## src/rtl/flow_am_scheduler.sv

```systemverilog
// flow_am_scheduler: admits encoder blocks, opens periodic alignment-marker
// slot groups and tags every output with a balanced 2-flow select.
module flow_am_scheduler #(
    parameter int unsigned BITS_BLOCK        = 257,
    parameter int unsigned MAX_BLOCKS_AM     = 40,
    parameter int unsigned BLOCKS_REPETITION = 8192
) (
    input  logic                  clk,
    input  logic                  rst_n,
    input  logic                  i_enable,
    input  logic                  i_valid,
    input  logic [BITS_BLOCK-1:0] i_block,
    output logic                  o_ready,
    output logic                  o_valid,
    output logic [BITS_BLOCK-1:0] o_block,
    output logic                  o_am_slot,
    output logic                  o_am_start,
    output logic                  o_flow_sel
);

    localparam int unsigned AW = $clog2(MAX_BLOCKS_AM);
    localparam int unsigned DW = $clog2(BLOCKS_REPETITION);

    // Odd counts would break the flow-0 alignment of every AM group.
    if ((MAX_BLOCKS_AM < 2) || ((MAX_BLOCKS_AM % 2) != 0)) begin : g_bad_am
        $error("flow_am_scheduler: MAX_BLOCKS_AM must be even and >= 2");
    end
    if ((BLOCKS_REPETITION < 2) || ((BLOCKS_REPETITION % 2) != 0)) begin : g_bad_rep
        $error("flow_am_scheduler: BLOCKS_REPETITION must be even and >= 2");
    end

    typedef enum logic [1:0] {
        ST_IDLE = 2'd0,
        ST_AM   = 2'd1,
        ST_DATA = 2'd2
    } state_t;

    state_t                state_q, state_d;
    logic [AW-1:0]         am_cnt_q, am_cnt_d;
    logic [DW-1:0]         data_cnt_q, data_cnt_d;
    logic                  flow_q, flow_d;
    logic                  valid_q, valid_d;
    logic [BITS_BLOCK-1:0] block_q, block_d;
    logic                  am_slot_q, am_slot_d;
    logic                  am_start_q, am_start_d;
    logic                  flow_sel_q, flow_sel_d;

    // Ready is a pure state decode so upstream never sees a combinational loop.
    assign o_ready = (state_q == ST_DATA);

    // Next-state, counter and output-register decode.
    always_comb begin
        state_d    = state_q;
        am_cnt_d   = am_cnt_q;
        data_cnt_d = data_cnt_q;
        flow_d     = flow_q;
        valid_d    = 1'b0;
        block_d    = '0;
        am_slot_d  = 1'b0;
        am_start_d = 1'b0;
        flow_sel_d = flow_sel_q;

        unique case (state_q)
            ST_IDLE: begin
                flow_d     = 1'b0;
                flow_sel_d = 1'b0;
                if (i_enable) begin
                    state_d = ST_AM;
                end
            end
            ST_AM: begin
                valid_d    = 1'b1;
                am_slot_d  = 1'b1;
                am_start_d = (am_cnt_q == '0);
                flow_sel_d = flow_q;
                flow_d     = ~flow_q;
                if (am_cnt_q == AW'(MAX_BLOCKS_AM - 1)) begin
                    am_cnt_d = '0;
                    state_d  = ST_DATA;
                end else begin
                    am_cnt_d = am_cnt_q + AW'(1);
                end
            end
            ST_DATA: begin
                if (i_valid) begin
                    valid_d    = 1'b1;
                    block_d    = i_block;
                    flow_sel_d = flow_q;
                    flow_d     = ~flow_q;
                    if (data_cnt_q == DW'(BLOCKS_REPETITION - 1)) begin
                        data_cnt_d = '0;
                        state_d    = i_enable ? ST_AM : ST_IDLE;
                    end else begin
                        data_cnt_d = data_cnt_q + DW'(1);
                    end
                end
            end
            default: begin
                state_d = ST_IDLE;
            end
        endcase
    end

    // State, counters and registered outputs; async reset drops any in-flight block.
    always_ff @(posedge clk or negedge rst_n) begin
        if (!rst_n) begin
            state_q    <= ST_IDLE;
            am_cnt_q   <= '0;
            data_cnt_q <= '0;
            flow_q     <= 1'b0;
            valid_q    <= 1'b0;
            block_q    <= '0;
            am_slot_q  <= 1'b0;
            am_start_q <= 1'b0;
            flow_sel_q <= 1'b0;
        end else begin
            state_q    <= state_d;
            am_cnt_q   <= am_cnt_d;
            data_cnt_q <= data_cnt_d;
            flow_q     <= flow_d;
            valid_q    <= valid_d;
            block_q    <= block_d;
            am_slot_q  <= am_slot_d;
            am_start_q <= am_start_d;
            flow_sel_q <= flow_sel_d;
        end
    end

    assign o_valid    = valid_q;
    assign o_block    = block_q;
    assign o_am_slot  = am_slot_q;
    assign o_am_start = am_start_q;
    assign o_flow_sel = flow_sel_q;

endmodule
```

## config.mk

```make
export PLATFORM = sky130hd
export DESIGN_NAME = flow_am_scheduler
export DESIGN_NICKNAME = d
export VERILOG_FILES = /design/src/rtl/flow_am_scheduler.sv
export SDC_FILE = /design/constraint.sdc
export NUM_CORES = 1
export LEC_CHECK = 0
export BUFFER_PORTS_ARGS = -buffer_cell sky130_fd_sc_hd__buf_2
export CAP_MARGIN = 25
export CORE_AREA = 2 2 206 208
export DETAILED_ROUTE_END_ITERATION = 8
export DIE_AREA = 0 0 208 210
export PLACE_DENSITY = 0.48
export SYNTH_ARGS = -nofsm -noshare
export SYNTH_HDL_FRONTEND = slang
export SYNTH_SLANG_ARGS = --single-unit
```

## constraint.sdc

```tcl
create_clock -name clk -period 3.01 [get_ports clk]
set_input_delay 0.1505 -clock clk [delete_from_list [all_inputs] [get_ports clk]]
set_output_delay 0.1505 -clock clk [all_outputs]
set_load 0.03 [all_outputs]
```

# Word level (Yosys, flattened, before mapping)
# Cells that the tools add are included.
# W data, S select, Z words.
word_totals:
  word_cells: 44
  regBits: 283
classes:
  n_bitwise: 1
  n_addsub: 2
  reduce_logical: 6
  n_eq_ne: 8
  n_mux: 18
ops:
  columns: ["op", "n"]
  rows:
  - ["$mux W257", 2]
  - ["$add A13 B1 Y13 const B", 1]
  - ["$eq A13 B13 Y1 const B", 1]
  - ["$mux W13", 1]
  - ["$mux W2", 4]
  - ["$add A6 B1 Y6 const B", 1]
  - ["$eq A6 B6 Y1 const B", 1]
  - ["$logic_not A6 Y1", 1]
  - ["$mux W1", 6]
  - ["$mux W6", 1]
  - ["$ne A2 B2 Y1 const B", 3]
  - ["$pmux W1 S3", 2]
  - ["$pmux W2 S3", 1]
  - ["$reduce_and A2 Y1", 2]
  - ["$reduce_and A4 Y1", 1]
  - ["$reduce_bool A3 Y1", 1]
  - ["$eq A2 B1 Y1 const B", 1]
  - ["$eq A2 B2 Y1 const B", 1]
  - ["$logic_not A2 Y1", 1]
  - ["$ne A2 B1 Y1 const B", 1]
  - ["$pmux W1 S2", 1]
  - ["$not A1 Y1", 1]

# Logic depth before layout (Yosys ltp)
depth:
  word_depth: 4
  ltp_mapped: 7
  ltp_nobuf: 6

# Worst setup path after synthesis
# OpenSTA, ideal clock, no wires.
synth_path:
  path_kind: "register to register"
  start: "register state_q[0]"
  end: "register block_q[156] (netlist: o_block[156])"
  path_slack_ns: 1.220
  arrival_ns: 1.724
  t_required_ns: 2.943
  synth_period_minus_slack_ns: 1.790
  n_path_buf: 3
  setup_time_ns: 0.067
  path_stages_with_launch: 7
  path_cell_list: "dfrtp_1 inv_1 ha_1 buf_2 clkbuf_1 clkbuf_1 and3_1"
synth_between:
  elab_chain_len: 2
synth_lines:
  columns: ["element", "line_no", "text"]
  rows:
  - ["start, declared", "38", "state_t state_q, state_d;"]
  - ["start signal, assigned", "117", "state_q <= state_d;"]
  - ["$eq A2 B2 Y1", null, null]
  - ["named net o_ready", "13", "output logic o_ready,"]
  - ["$mux W257", "63", "unique case (state_q)"]
  - ["named net block_d[156]", "43", "logic [BITS_BLOCK-1:0] block_q, block_d;"]
  - ["end signal, assigned", "122", "block_q <= block_d;"]
  - ["end, declared", "43", null]
# The timed path passes the listed nets, and every way through them passes these cells.
# A chain may end at the register's enable or synchronous reset.

# Worst setup path after layout
layout_path:
  start: "register state_q[0]"
  end: "output o_ready"
layout_between:
  elab_chain_len: 1
layout_lines:
  columns: ["element", "line_no", "text"]
  rows:
  - ["$eq A2 B2 Y1", "49", "assign o_ready = (state_q == ST_DATA);"]
  - ["end, declared", "13", null]
# Every way passes these cells.

==> results.sh <==
export IMPL_status="completed"
export IMPL_io_buffers=522
export IMPL_place_ws_ps=1070
export IMPL_period_share_pct=81.4
export IMPL_antenna_found_initial=0
export IMPL_syn_inst=702
export IMPL_synth_top_family_by_area="simple AND/OR/NAND/NOR gates"
export IMPL_grt_pass1_wl_um=49500
export IMPL_use_met3_pct=4.38
export IMPL_synth_distinct_cells=34
export IMPL_multi_input_area_um2=2270
export IMPL_top_usage_layer="met2"
export IMPL_wirelength_um=31400
export IMPL_routedWlPerCell_um=15.4
export IMPL_relSlewSlack_pct=36.7
export IMPL_num_antenna_cells=0
export IMPL_finalSetupTns_ps=0
export IMPL_setup_ws_ps=560
export IMPL_crit_arrival_ps=2300
export IMPL_grt_start_max_net_pins=258
export IMPL_fin_crit_ps=2450
export IMPL_crit_path_max_fanout=103
export IMPL_syn_cell_area_um2=9590
export IMPL_track_usage_pct=14.1
export IMPL_timing_fmax_ghz=0.408
export IMPL_crit_required_ps=2860
export IMPL_hold_class="in -> async"
export IMPL_fin_skew_ps=11.2
export IMPL_clk_pin_slew_ps=60
export IMPL_ant_nets=0
export IMPL_setup_viol=0
export IMPL_clockBufferDepth=3
export IMPL_path_class="reg -> out"
export IMPL_maxCapViolCount=0
export IMPL_synth_adder_area_share_pct=0.913
export IMPL_area_delta_synth_final_pct=72.3
export IMPL_power_density_nw_per_um2=541
export IMPL_p_leak_nw=9.96
export IMPL_numCtsBuffers=34
export IMPL_use_met2_pct=23.8
export IMPL_h_tree_depth=2
export IMPL_die_x_um=208
export IMPL_end_kind="output port"
export IMPL_synthXorXnorAreaFrac_pct=1.10
export IMPL_start_kind="register"
export IMPL_final_cells=2031
export IMPL_ys_ff_latch=283
export IMPL_finish_utilization_pct=39.8
export IMPL_yosysSeqAreaShare_pct=73.8
export IMPL_met1_usage_pct=16.4
export IMPL_grt_pass1_vias=9061
export IMPL_die_h_um=210
export IMPL_grt_overflow_total=0
export IMPL_gp_congestion=0.758
export IMPL_synth_fp_nets=970
export IMPL_core_area_um2=41500
export IMPL_postCtsSetupRepairBufs=0
export IMPL_cts_sinks=283
export IMPL_cts_tree="done"
export IMPL_drc=0
export IMPL_io_pins=523
export IMPL_drtPass1Iterations=4
export IMPL_fin_nets=1737
export IMPL_dp_final_hpwl_um=19400
export IMPL_design_area_um2=16500
export IMPL_synthMuxAreaShare_pct=0.156
export IMPL_filler_cell_count=3956
export IMPL_avgViaCountPerCell=4.12
export IMPL_drive_gt1_share_pct=39.5
export IMPL_drt_iter0_drc=429
export IMPL_rows=75
export IMPL_hold_viol=0
export IMPL_worstMarginPinSlew_ps=949
export IMPL_regArea_um2=7080
export IMPL_dp_cells=1712
export IMPL_ys_warn_count=0
export IMPL_syn_avg_cell_area_um2=13.7
export IMPL_cts_root_buf="clkbuf_16"
export IMPL_place_area_um2=12800
export IMPL_routed_via_count=8359
export IMPL_rsz0062_at_grt="no"
export IMPL_peakVddDrop_mv=0.408
export IMPL_die_area_um2=43700
export IMPL_drv_slew=0
export IMPL_insertion_delay_ps=530
export IMPL_start_util_pct=23.1
export IMPL_yosys_area_share_simple_pct=20.0
export IMPL_synth_compound_area_share_pct=1.33
## worst paths after layout
path                          startpoint            end  slack (ps)  depth (start not counted)
hold / removal                     rst_n    o_block[46]         220                          2
hold reg to reg            data_cnt_q[1]  data_cnt_q[1]         520                          2
setup / recovery              state_q[0]        o_ready         560                          4
setup reg to reg              state_q[0]   o_block[158]        1190                          4
min in group clk            i_block[125]   o_block[125]         400                          3
max in group asynchronous          rst_n   o_block[162]        1920                          3
## sequential cells by signal (all words and copies together), names as in the netlist
name / cells
am_cnt_q: 6
flow_q: 1
data_cnt_q: 13
o_am_slot: 1
o_valid: 1
state_q: 2
o_am_start: 1
o_block: 257
o_flow_sel: 1
## per-stage QoR
stage          total power [W]  hold slack (ps)
2_1_floorplan          0.00426             -145
3_3_place_gp           0.00461              205
3_5_place_dp           0.00462              200
4_1_cts                0.00909              212
5_1_grt                0.00936              249
6_report               0.00894              224
## repair_timing
item	in CTS	in global routing
setup endpoints to repair	0	0
endpoints found under the hold margin	338	0
hold buffers	260	0
resized for setup	0	0
## cell type report
class / count / share of cell area, %
sequential: 283 / 42.8
timing repair buffer: 790 / 32.3
multi-input combinational: 351 / 13.7
clock buffer: 48 / 5.89
tap: 539 / 4.08
clock inverter: 11 / 0.931
inverter: 9 / 0.204
## power breakdown
| group | internal [W] | switching [W] | total, W |
|---|---|---|---|
| clock | 0.00252 | 0.00160 | 0.00412 |
| sequential | 0.00388 | 0.0000555 | 0.00393 |
| combinational | 0.000468 | 0.000413 | 0.000880 |
| total | 0.00686 | 0.00207 | 0.00894 |
## kinds of logic after synthesis
| logic type | Yosys count |
|---|---|
| fa+ha+maj | 7 |
| buf+inv | 68 |
| flops | 283 |
| compound gates | 18 |
| xor+xnor | 12 |
| simple gates | 313 |
| mux | 1 |
## worst max-delay path, cell delays in order, from the launching register on
cell     delay (ps)
dfrtp_1         410
inv_1           140
ha_4            210
buf_4           610
buf_2           340
## cells in the final DEF, fill, tap and decap left out, types with 2 or more instances in the layout
cell,count
inv_1,8
dfrtp_1,283
a21oi_1,5
bufinv_16,3
clkbuf_8,7
nand4_1,4
ha_1,6
xnor2_1,8
nand3_1,12
and4_1,2
nor2_1,9
buf_2,520
nand2_1,13
clkinv_2,3
buf_4,4
xor2_1,4
o21ai_1,2
buf_12,4
nor3_1,3
clkbuf_16,34
dlygate4sd3_1,260
clkinvlp_4,2
o21ai_0,5
clkbuf_1,7
a31oi_1,2
inv_6,2
and3_1,260
## synth_stat cells
library cell	number	area [um^2]
a211oi_1	1	7.51
a21boi_1	1	7.51
a21oi_1	5	25.0
a31oi_1	2	12.5
and2_1	1	6.26
and3_1	260	1630
and4_1	2	17.5
and4_2	1	10.0
buf_2	1	5.00
clkbuf_1	58	218
dfrtp_1	283	7080
ha_1	7	87.6
inv_1	8	30.0
inv_2	1	3.75
mux2_4	1	15.0
nand2_1	13	48.8
nand2b_1	1	6.26
nand3_1	12	60.1
nand3b_1	1	7.51
nand4_1	4	25.0
nand4_2	1	12.5
nand4_4	1	21.3
nor2_1	9	33.8
nor3_1	3	15.0
nor3b_1	1	7.51
nor4_1	1	6.26
o211ai_2	1	12.5
o21ai_0	5	25.0
o21ai_1	2	10.0
o41ai_4	1	27.5
or3_1	1	6.26
or4b_1	1	10.0
xnor2_1	8	70.1
xor2_1	4	35.0
## per-layer routing
layer	up-vias	wire length, um
met1	3991	12600
met5	-	0
met2	352	15200
li1	3940	-
met3	76	2390
met4	0	1190
Power figures use the tool's default switching activity.
